===== src/rtl/fetch_align_if.sv =====
// Handshake bundle between the fetch port, the aligner and the decompressor.
interface fetch_align_if;
    logic        fetch_valid;
    logic        fetch_ready;
    logic [31:0] fetch_data;
    logic        flush;
    logic [31:0] flush_pc;
    logic        instr_valid;
    logic        instr_ready;
    logic [31:0] instr_data;
    logic        instr_is_rvc;
    logic [31:0] instr_pc;

    // Surrounding core: supplies fetch words and redirects, consumes instructions.
    modport master (
        output fetch_valid, fetch_data, flush, flush_pc, instr_ready,
        input  fetch_ready, instr_valid, instr_data, instr_is_rvc, instr_pc
    );

    // Aligner side.
    modport slave (
        input  fetch_valid, fetch_data, flush, flush_pc, instr_ready,
        output fetch_ready, instr_valid, instr_data, instr_is_rvc, instr_pc
    );
endinterface


===== src/rtl/fetch_align.sv =====
// Halfword realignment buffer: splits word-aligned fetch words into a circular
// halfword queue and emits one 16-bit or 32-bit instruction per handshake,
// tracking the PC of the queue head.
module fetch_align #(
    parameter logic [31:0] RESETVEC = 32'h0,
    parameter int unsigned QDEPTH   = 4
) (
    input logic          clk,
    input logic          reset,
    fetch_align_if.slave bus
);
    localparam int unsigned  PW      = $clog2(QDEPTH);
    localparam int unsigned  CW      = $clog2(QDEPTH + 1);
    localparam logic [PW:0]  DEPTH_P = (PW + 1)'(QDEPTH);
    localparam logic [CW-1:0] DEPTH_C = CW'(QDEPTH);
    localparam logic [CW-1:0] PUSH_TH = CW'(QDEPTH - 2);

    logic [15:0]    mem_q [QDEPTH];
    logic [PW-1:0]  rd_ptr_q, rd_ptr_d;
    logic [PW-1:0]  wr_ptr_q, wr_ptr_d, wr_ptr_n1;
    logic [CW-1:0]  count_q, count_d;
    logic [31:0]    head_pc_q, head_pc_d;
    logic           drop_lo_q, drop_lo_d;

    logic [15:0]    hw0, hw1;
    logic           hw0_rvc;
    logic           fetch_ready_c, instr_valid_c;
    logic           push, pop;
    logic [1:0]     push_n, pop_n;

    // Pointer advance with wrap at QDEPTH (QDEPTH need not be a power of two).
    function automatic logic [PW-1:0] ptr_add(input logic [PW-1:0] p, input logic [1:0] n);
        logic [PW:0] s;
        s = {1'b0, p} + (PW + 1)'(n);
        if (s >= DEPTH_P) s = s - DEPTH_P;
        return s[PW-1:0];
    endfunction

    // Output decode, handshake qualification and next-state computation.
    always_comb begin
        hw0           = mem_q[rd_ptr_q];
        hw1           = mem_q[ptr_add(rd_ptr_q, 2'd1)];
        hw0_rvc       = (hw0[1:0] != 2'b11);
        fetch_ready_c = !bus.flush && (count_q <= PUSH_TH);
        instr_valid_c = !bus.flush && (count_q != '0) && (hw0_rvc || (count_q >= CW'(2)));

        bus.fetch_ready  = fetch_ready_c;
        bus.instr_valid  = instr_valid_c;
        bus.instr_is_rvc = instr_valid_c && hw0_rvc;
        bus.instr_pc     = head_pc_q;
        bus.instr_data   = '0;
        if (instr_valid_c) begin
            bus.instr_data = hw0_rvc ? {16'h0, hw0} : {hw1, hw0};
        end

        push      = bus.fetch_valid && fetch_ready_c;
        pop       = instr_valid_c && bus.instr_ready;
        push_n    = push ? (drop_lo_q ? 2'd1 : 2'd2) : 2'd0;
        pop_n     = pop ? (hw0_rvc ? 2'd1 : 2'd2) : 2'd0;
        wr_ptr_n1 = ptr_add(wr_ptr_q, 2'd1);

        rd_ptr_d  = ptr_add(rd_ptr_q, pop_n);
        wr_ptr_d  = ptr_add(wr_ptr_q, push_n);
        count_d   = count_q + CW'(push_n) - CW'(pop_n);
        head_pc_d = head_pc_q + {29'b0, pop_n, 1'b0};
        drop_lo_d = drop_lo_q && !push;

        // Flush gates both handshakes above, so only the redirect state matters here.
        if (bus.flush) begin
            rd_ptr_d  = '0;
            wr_ptr_d  = '0;
            count_d   = '0;
            head_pc_d = bus.flush_pc & ~32'h1;
            drop_lo_d = bus.flush_pc[1];
        end
    end

    // Control state: pointers, occupancy, head PC and pending low-half drop.
    always_ff @(posedge clk) begin
        if (reset) begin
            rd_ptr_q  <= '0;
            wr_ptr_q  <= '0;
            count_q   <= '0;
            head_pc_q <= RESETVEC;
            drop_lo_q <= RESETVEC[1];
        end else begin
            rd_ptr_q  <= rd_ptr_d;
            wr_ptr_q  <= wr_ptr_d;
            count_q   <= count_d;
            head_pc_q <= head_pc_d;
            drop_lo_q <= drop_lo_d;
        end
    end

    // Halfword storage: lower halfword first unless a redirect landed mid-word.
    always_ff @(posedge clk) begin
        if (push && !reset) begin
            if (drop_lo_q) begin
                mem_q[wr_ptr_q] <= bus.fetch_data[31:16];
            end else begin
                mem_q[wr_ptr_q]  <= bus.fetch_data[15:0];
                mem_q[wr_ptr_n1] <= bus.fetch_data[31:16];
            end
        end
    end

    a_count_bound: assert property (@(posedge clk) disable iff (reset) count_q <= DEPTH_C);
endmodule


===== src/flat_wrapper.sv =====
// flat-port wrapper written by rule: the top's interface ports become plain ports
module fetch_align_flat 
#(
    parameter logic [31:0] RESETVEC = 32'h0,
    parameter int unsigned QDEPTH   = 4
)
  (clk, reset, bus_fetch_valid, bus_fetch_data, bus_flush, bus_flush_pc, bus_instr_ready, bus_fetch_ready, bus_instr_valid, bus_instr_data, bus_instr_is_rvc, bus_instr_pc);
  fetch_align_if bus_i ();
  input logic clk;
  input logic reset;
  input wire logic [$bits(bus_i.fetch_valid)-1:0] bus_fetch_valid;
  input wire logic [$bits(bus_i.fetch_data)-1:0] bus_fetch_data;
  input wire logic [$bits(bus_i.flush)-1:0] bus_flush;
  input wire logic [$bits(bus_i.flush_pc)-1:0] bus_flush_pc;
  input wire logic [$bits(bus_i.instr_ready)-1:0] bus_instr_ready;
  output wire logic [$bits(bus_i.fetch_ready)-1:0] bus_fetch_ready;
  output wire logic [$bits(bus_i.instr_valid)-1:0] bus_instr_valid;
  output wire logic [$bits(bus_i.instr_data)-1:0] bus_instr_data;
  output wire logic [$bits(bus_i.instr_is_rvc)-1:0] bus_instr_is_rvc;
  output wire logic [$bits(bus_i.instr_pc)-1:0] bus_instr_pc;
  assign bus_i.fetch_valid = bus_fetch_valid;
  assign bus_i.fetch_data = bus_fetch_data;
  assign bus_i.flush = bus_flush;
  assign bus_i.flush_pc = bus_flush_pc;
  assign bus_i.instr_ready = bus_instr_ready;
  assign bus_fetch_ready = bus_i.fetch_ready;
  assign bus_instr_valid = bus_i.instr_valid;
  assign bus_instr_data = bus_i.instr_data;
  assign bus_instr_is_rvc = bus_i.instr_is_rvc;
  assign bus_instr_pc = bus_i.instr_pc;
  fetch_align #(.RESETVEC(RESETVEC), .QDEPTH(QDEPTH)) u_core (.clk(clk), .reset(reset), .bus(bus_i));
endmodule

===== config.mk =====
export PLATFORM = sky130hd
export DESIGN_NAME = fetch_align_flat
export DESIGN_NICKNAME = d
export VERILOG_FILES = /design/src/rtl/fetch_align_if.sv /design/src/rtl/fetch_align.sv /design/src/flat_wrapper.sv
export SDC_FILE = /design/constraint.sdc
export NUM_CORES = 1
export LEC_CHECK = 0
export ABC_AREA = 1
export CORE_UTILIZATION = 53
export DETAILED_ROUTE_END_ITERATION = 8
export GPL_TIMING_DRIVEN = 0
export PLACE_DENSITY = 0.94
export RECOVER_POWER = 25
export SETUP_SLACK_MARGIN = 0.3
export SYNTH_ARGS = -nofsm -noshare
export SYNTH_HDL_FRONTEND = slang
export SYNTH_SLANG_ARGS = --single-unit

===== constraint.sdc =====
create_clock -name clk -period 3.1 [get_ports clk]
set_clock_uncertainty 0.05 [all_clocks]
set_input_delay 0.31 -clock clk [delete_from_list [all_inputs] [get_ports clk]]
set_output_delay 0.31 -clock clk [all_outputs]
set_load 0.01 [all_outputs]

Yosys cells after proc, flatten, opt, wreduce, memory -nomap -nowiden. Memories as Yosys holds them, arrays and structs flattened. A register that Yosys moved wholly into a read port is not among the register bits. Cells that the tools add are included.

Add/subtract/negate cells: 11. Reductions and logical operators: 14. Multiplexer cells: 20. Equal/unequal tests: 1. Bitwise operators: 1. Order comparisons: 6.

Operators with widths (number): 32-bit 2-to-1 mux (3); 32-bit by 3-bit adder with 32-bit output (1); 2-bit 2-to-1 mux (9); 16-bit 2-to-1 mux (1); 3-bit greater-or-equal comparator, second input constant (4); 1-bit logical AND (8); 2-bit by 1-bit subtractor with 2-bit output, second input constant (4); 1-bit 2-to-1 mux (7); 2-bit by 1-bit adder with 3-bit output, second input constant (2); 2-bit by 2-bit adder with 3-bit output (2); 3-bit by 2-bit adder with 3-bit output (1); 3-bit by 2-bit greater-or-equal comparator with 1-bit output, second input constant (1); 3-bit by 2-bit less-or-equal comparator with 1-bit output, second input constant (1); 1-bit logical NOT (3); 3-bit nonzero test (1); 3-bit by 2-bit subtractor with 3-bit output (1); 2-bit != test, second input constant (1); 2-bit OR reduction (1); 1-bit logical OR (1); 1-bit OR (1).

Output and inout port bits: 67. Memories kept: 1. Logic and storage cells: 60. Register bits: 40. Memory bits (writable): 64.

Memories: u_core.mem_q (depth 4, bits a word 16, read ports 2, clocked after memory_dff 1, wr ports 2, line fetch_align.sv:18) `logic [15:0] mem_q [QDEPTH];`.

Depth between registers and ports, before layout. Gate-level depths: netlist (run 1).

Depth after elaboration: 9. Gate-level depth with buffers: 22.

Worst setup path before layout (run 1). OpenSTA, ideal clock, no wires.

Path type: reg2reg. Start point: register u_core.rd_ptr_q[0] (netlist name). End point: register u_core.count_q[2]. Path slack: 0.384 ns. Buffers on the path: 3. Stages on the path, launching flop included: 18. Period minus slack after synthesis: 2.716 ns. Required time: 2.929 ns. Arrival: 2.545 ns. Cell sequence: dfxtp_1 buf_4 inv_2 buf_6 nand2_2 nand3_2 nand2_1 nand2_2 a21oi_4 buf_6 nor2_1 ha_1 inv_1 ha_1 fa_1 xnor2_1 o21ai_0 a21oi_1.

RTL lines: to (signal assigned) (line fetch_align.sv:89) `count_q <= count_d;`; to (decl) (line fetch_align.sv:21) `logic [CW-1:0] count_q, count_d;`.

==> impl_metrics.json, run 1 <==
{
  "power.switching_uw": 910,
  "layout.nets": 1158,
  "hold_start": "reset",
  "synthToLayoutAreaGrowth_pct": 29.7,
  "antenna_found_initial": 0,
  "layout-drive-gt1-share": 0.107,
  "first_global_vias": 6822,
  "r2r-end": "u_core.count_q[2]",
  "preCtsSetupSlack_ns": -0.406,
  "yosysUniqueCellTypes": 37,
  "firstDrtPassIters": 8,
  "start_kind": "flip-flop",
  "clk_latency_ns": 0.35,
  "row_count": 40,
  "worstPathMaxFanout": 7,
  "internal_power_uw": 2450,
  "avgSynthCellArea_sq_um": 7.25,
  "postPlaceCellArea_sq_mm": 0.00825,
  "grt_max_degree": 17,
  "synth-xor-area-share": 0.00522,
  "hpwl_um": 15200,
  "crit_chain": "buf_6 -> inv_4 -> buf_6 -> nand2_2 -> nand3_2 -> nand2_2 -> nand2_4 -> a21oi_4 -> clkbuf_1 -> nor2_4 -> ha_1 -> inv_1 -> ha_1 -> fa_2 -> xnor2_2 -> o21ai_1 -> a21oi_1",
  "cts_tree": "built",
  "diodes": 0,
  "drt_iter0_drc": 775,
  "path_clk_slew_ns": 0.07,
  "r2r_cells": 17,
  "endpoint_kind": "flip-flop",
  "synth_compound_area_frac": 0.131,
  "cts-buffers-inserted": 9,
  "vias_per_cell": 5.71,
  "clockPowerShare": 0.335,
  "coreArea_sq_mm": 0.0122,
  "hold_viol": 0,
  "criticalPathCategory": "reg -> reg",
  "worst_slew_pin_slew_ns": 0.877,
  "ys_seq_area_frac": 0.402,
  "place.port_buffers": 132,
  "ys_warn_count": 0,
  "io-pin-count": 136,
  "fin_area_sq_mm": 0.00871,
  "fmax_mhz": 355,
  "vdd_drop_max_uv": 345,
  "synth_edf_count": 64,
  "synth_top_family_by_area": "simple AND/OR/NAND/NOR gates",
  "ys.flop_type": "edfxtp_1",
  "finalCritPeriodShare": 0.908,
  "fp.dieH_um": 115,
  "synth.cell_area_sq_mm": 0.00672,
  "synthMuxAreaShare": 0,
  "drv_cap": 0,
  "hold_buffers": 0,
  "layout_commonest_cell": "nand2_1",
  "drv_slew": 0,
  "routed_wl_um": 20900,
  "status": "finished, final reports clean",
  "synth_simple_gate_area_frac": 0.340,
  "drcViolationCount": 0,
  "synth_fp_nets": 1004,
  "sequentialPowerShare": 0.468,
  "comb_power_share": 0.197,
  "power_density_mw_per_mm2": 386,
  "fin_crit_ns": 2.81,
  "ff2ff_setup_slack_ns": 0.29,
  "rsz0062_at_grt": "true",
  "synthAdderAreaFrac": 0.0201,
  "slew_headroom": 0.414,
  "sw_frac_of_total": 0.271,
  "start_util": 0.552,
  "holdCritPathClass": "in -> reg",
  "grt.total_usage": 0.329,
  "crit_start": "u_core.rd_ptr_q[0]",
  "grt_overflow": 0,
  "cts.path.max_buffers": 2,
  "worstSetupEndpoint": "u_core.count_q[2]",
  "die-width_um": 115,
  "ys_ff_latch": 103,
  "crit_required_ns": 3.33,
  "grt_pass1_wl_um": 33300,
  "htree_levels": 3,
  "ant_nets": 0,
  "wire_per_inst_um": 16.7,
  "vias": 7153,
  "worstReg2RegStart": "u_core.rd_ptr_q[0]",
  "cpMaxStageDelayCell": "fa_2",
  "setup_viol": 0,
  "cp_data_arrival_time_ns": 3.04,
  "die-area_sq_mm": 0.0131,
  "crit_path_max_incr_delay_ns": 0.36,
  "timing.final.ws_setup_ns": 0.287,
  "synthCells": 926,
  "async_flop_share": 0,
  "layout.cells.most_common_list": "nand2_1, nor2_1, clkdlybuf4s50_1",
  "cts_sinks": 103,
  "p_leak_uw": 0.00370,
  "clockRootBuffer": "clkbuf_16",
  "gp_congestion": 0.991
}
synthesized netlist by cell type, types with 3 or more instances:
master | n | area share
buf_1 | 3 | 0.0017
buf_6 | 13 | 0.022
inv_1 | 97 | 0.054
edfxtp_1 | 64 | 0.29
o21ai_1 | 58 | 0.043
o221ai_1 | 15 | 0.020
nor2_1 | 113 | 0.063
a21oi_1 | 41 | 0.031
nand2_1 | 243 | 0.14
ha_1 | 6 | 0.011
buf_2 | 9 | 0.0067
nand3_1 | 91 | 0.068
nor2_2 | 3 | 0.0028
nand2_4 | 13 | 0.022
o22ai_1 | 16 | 0.015
clkbuf_1 | 16 | 0.0089
inv_2 | 3 | 0.0017
fa_1 | 3 | 0.0089
o21ai_0 | 21 | 0.016
nand2_2 | 10 | 0.0093
nor3_2 | 6 | 0.0089
nor3_1 | 9 | 0.0067
dfxtp_1 | 39 | 0.12
nand3b_1 | 12 | 0.013
nand4_1 | 5 | 0.0047
flip-flops by register name, summed over array words and instances, names as in the netlist:
signal and flops:
u_core.mem_q 64, u_core.bus.instr_pc 31, u_core.count_q 3, u_core.rd_ptr_q 2, u_core.wr_ptr_q 2, u_core.drop_lo_q 1
worst max-delay path, delay by kind of cell (launching register included):
family | cells | cell delay [ns]
AND/OR/NAND/NOR | 5 | 0.39
flip-flops | 1 | 0.33
AO/OA/AOI/OAI | 3 | 0.36
adder cells (fa/ha/maj) | 3 | 0.85
buffers and inverters | 5 | 0.57
XOR/XNOR | 1 | 0.17
routing by layer:
metal	vias up	routed length, um	GRT usage
met5	-	0	0
met4	0	813	0.170
met3	81	2440	0.0704
met2	519	9930	0.558
met1	3178	7690	0.394
li1	3375	-	-
worst min path at each step:
| stage | endpoint | slack, ns | cells past startpoint |
|---|---|---|---|
| after floorplan | u_core.bus.instr_pc[7] | 0.37 | 2 |
| after global placement | u_core.count_q[2] | 0.42 | 2 |
| after detailed placement | u_core.count_q[2] | 0.45 | 2 |
| after CTS | u_core.bus.instr_pc[31] | 0.33 | 4 |
| after global routing | u_core.bus.instr_pc[12] | 0.37 | 4 |
| final | u_core.bus.instr_pc[31] | 0.33 | 4 |
power by group through the flow:
stage                     Clock (uW)  Sequential (uW)  Combinational (uW)
after floorplan                    0             1590                 348
after global placement             0             1600                 618
after detailed placement           0             1600                 639
after CTS                       1110             1570                 664
after global routing            1170             1580                 722
final                           1130             1570                 663
cells by family after synthesis:
kind of cell / after synthesis
AND/OR/NAND/NOR: 509
buffers and inverters: 144
adder cells (fa/ha/maj): 9
other: 1
flip-flops: 103
AO/OA/AOI/OAI: 156
XOR/XNOR: 4
through the flow:
| stage | setup TNS [ns] | cells | utilization | hold slack, ns | total power [uW] |
|---|---|---|---|---|---|
| 6_report | 0 | 1252 | 0.716 | 0.334 | 3360 |
| 5_1_grt | 0 | 1252 | 0.716 | 0.375 | 3470 |
| 4_1_cts | 0 | 1248 | 0.711 | 0.333 | 3350 |
| 3_5_place_dp | -4.95 | 1226 | 0.678 | 0.446 | 2240 |
| 3_3_place_gp | -3.01 | 1226 | 0.678 | 0.417 | 2220 |
| 2_1_floorplan | 0 | 926 | - | 0.370 | 1940 |
cell type report:
cell class                      instances  area (sq um)
Fill cell                             914          3450
Buffer                                 44           273
Multi-Input combinational cell        679          3440
Clock buffer                           10           229
Tap cell                              168           210
Clock inverter                          5          58.8
Timing Repair Buffer                  143          1410
Inverter                              100           380
Sequential cell                       103          2700
repair_timing:
item / in CTS / in global routing
endpoints found under the hold margin: 0 / 0
gates resized for setup: 17 / 38
pin swaps: 3 / 9
setup buffers: 7 / 4
endpoints found under the setup margin: 45 / 65
No activity file was read; power rests on OpenSTA's default activity.
==> inputs of run 2 (changes only) <==
--- a/config.mk
+++ b/config.mk
@@ -9,6 +9,7 @@
 export CORE_UTILIZATION = 53
 export DETAILED_ROUTE_END_ITERATION = 8
 export GPL_TIMING_DRIVEN = 0
+export MAX_ROUTING_LAYER = met4
 export PLACE_DENSITY = 0.94
 export RECOVER_POWER = 25
 export SETUP_SLACK_MARGIN = 0.3
==> impl_metrics.json, run 2 (synthesis gave the netlist of run 1 again) <==
{
  "status": "finished, final reports clean",
  "grt_max_degree": 17,
  "cts-buffers-inserted": 9,
  "drv_slew": 0,
  "gp_congestion": 0.960,
  "drt_iter0_drc": 907,
  "vias": 7242,
  "fin_cells": 1250,
  "layout_commonest_cell": "nand2_1",
  "design_power_total_uw": 3450,
  "worst_slew_pin_slew_ns": 0.906,
  "crit_path_max_incr_delay_ns": 0.63,
  "clockRootBuffer": "clkbuf_16",
  "die-area_sq_mm": 0.0131,
  "largest_reg_flops": 64,
  "power_density_mw_per_mm2": 398,
  "layout.nets": 1155,
  "worstPathMaxFanout": 5,
  "htree_levels": 3,
  "wire_per_inst_um": 17.2,
  "antenna_found_initial": 0,
  "endpoint_kind": "output port",
  "fin_crit_ns": 2.88,
  "clk_latency_ns": 0.35,
  "crit_chain": "dlygate4sd3_1 -> a21oi_1 -> a21oi_4 -> clkbuf_1 -> buf_4 -> a21oi_1 -> clkdlybuf4s50_1",
  "first_global_vias": 6915,
  "hold_buffers": 0,
  "p_leak_uw": 0.00369,
  "tns_ns": 0,
  "routed_wl_um": 21500,
  "criticalPathCategory": "in -> out",
  "start_kind": "primary input",
  "start_util": 0.552,
  "crit_required_ns": 2.74,
  "cp_data_arrival_time_ns": 2.52,
  "holdCritPathClass": "in -> reg",
  "hpwl_um": 15400,
  "finalCritPeriodShare": 0.929,
  "die-width_um": 115,
  "grt_pass1_wl_um": 33300,
  "cts.path.max_buffers": 2,
  "drcViolationCount": 0,
  "fp.dieH_um": 115,
  "final_util": 0.712,
  "vias_per_cell": 5.79,
  "row_count": 40,
  "cts_sinks": 103,
  "firstDrtPassIters": 6,
  "slew_headroom": 0.395,
  "cpMaxStageDelayCell": "dlygate4sd3_1",
  "coreArea_sq_mm": 0.0122,
  "grt.total_usage": 0.341,
  "setup_viol": 0,
  "whs_ns": 0.342,
  "path_clk_slew_ns": 0.07,
  "place.port_buffers": 132,
  "top_register": "u_core.mem_q",
  "diodes": 0,
  "layout-drive-gt1-share": 0.0915,
  "grt_overflow": 0,
  "vdd_drop_max_uv": 303,
  "io-pin-count": 136,
  "fmax_mhz": 347,
  "cts_tree": "built",
  "layout.cells.most_common_list": "nand2_1, nor2_1, clkdlybuf4s50_1",
  "ant_nets": 0,
  "synthToLayoutAreaGrowth_pct": 28.9,
  "rsz0062_at_grt": "true",
  "hold_viol": 0,
  "cpMostUsedCell": "a21oi_1",
  "placedCellCount": 1226,
  "drv_cap": 0
}
==> run 2: layer usage <==
layer | GRT usage | routed length [um] | share of wire | up-vias
met3 | 0.0619 | 2470 | 0.11 | 101
met1 | 0.397 | 7780 | 0.36 | 3193
met2 | 0.562 | 10300 | 0.48 | 571
met4 | 0.182 | 938 | 0.044 | 0
met5 | - | 0 | 0 | -
li1 | - | - | - | 3377
==> run 2: final timing paths <==
kind / start / endpoint / slack [ns] / cells past startpoint
max reg2reg: u_core.rd_ptr_q[0] / u_core.count_q[2] / 0.28 / 17
min: reset / u_core.bus.instr_pc[16] / 0.34 / 4
max: bus_flush / bus_instr_data[1] / 0.22 / 7
min reg2reg: u_core.count_q[2] / u_core.count_q[2] / 0.45 / 2
==> run 2: layout make-up <==
type | instances | area (sq um)
clock inverter | 6 | 85.1
timing repair buffer | 139 | 1380
clock buffer | 10 | 229
sequential | 103 | 2700
buffer | 44 | 277
fill | 937 | 3510
tap | 168 | 210
multi-input combinational | 680 | 3390
inverter | 100 | 383
==> run 2: critical path, delay by kind of cell <==
family                 cells  cell delay [ns]
AOI/OAI and AO/OA          3             0.65
buffers and inverters      4             1.57
==> run 2: timing repair <==
item | CTS | global route
setup buffers | 3 | 4
resized for setup | 15 | 28
pin swaps | 2 | 11
setup endpoints to repair | 49 | 56
cloned | 0 | 1
==> run 2: where the power goes <==
part / internal, uW / leakage (uW) / switching, uW
registers: 1520 / 0.000902 / 53.0
clock network: 706 / 0.000152 / 510
logic: 304 / 0.00263 / 357
total: 2530 / 0.00369 / 920
==> run 2: stage by stage <==
stage                     worst slack (ns)  cell area, sq um
after floorplan                      0.384              6720
after global placement              -0.319              8250
after detailed placement            -0.427              8250
after CTS                            0.291              8630
after global routing                0.0956              8650
final                                0.219              8650
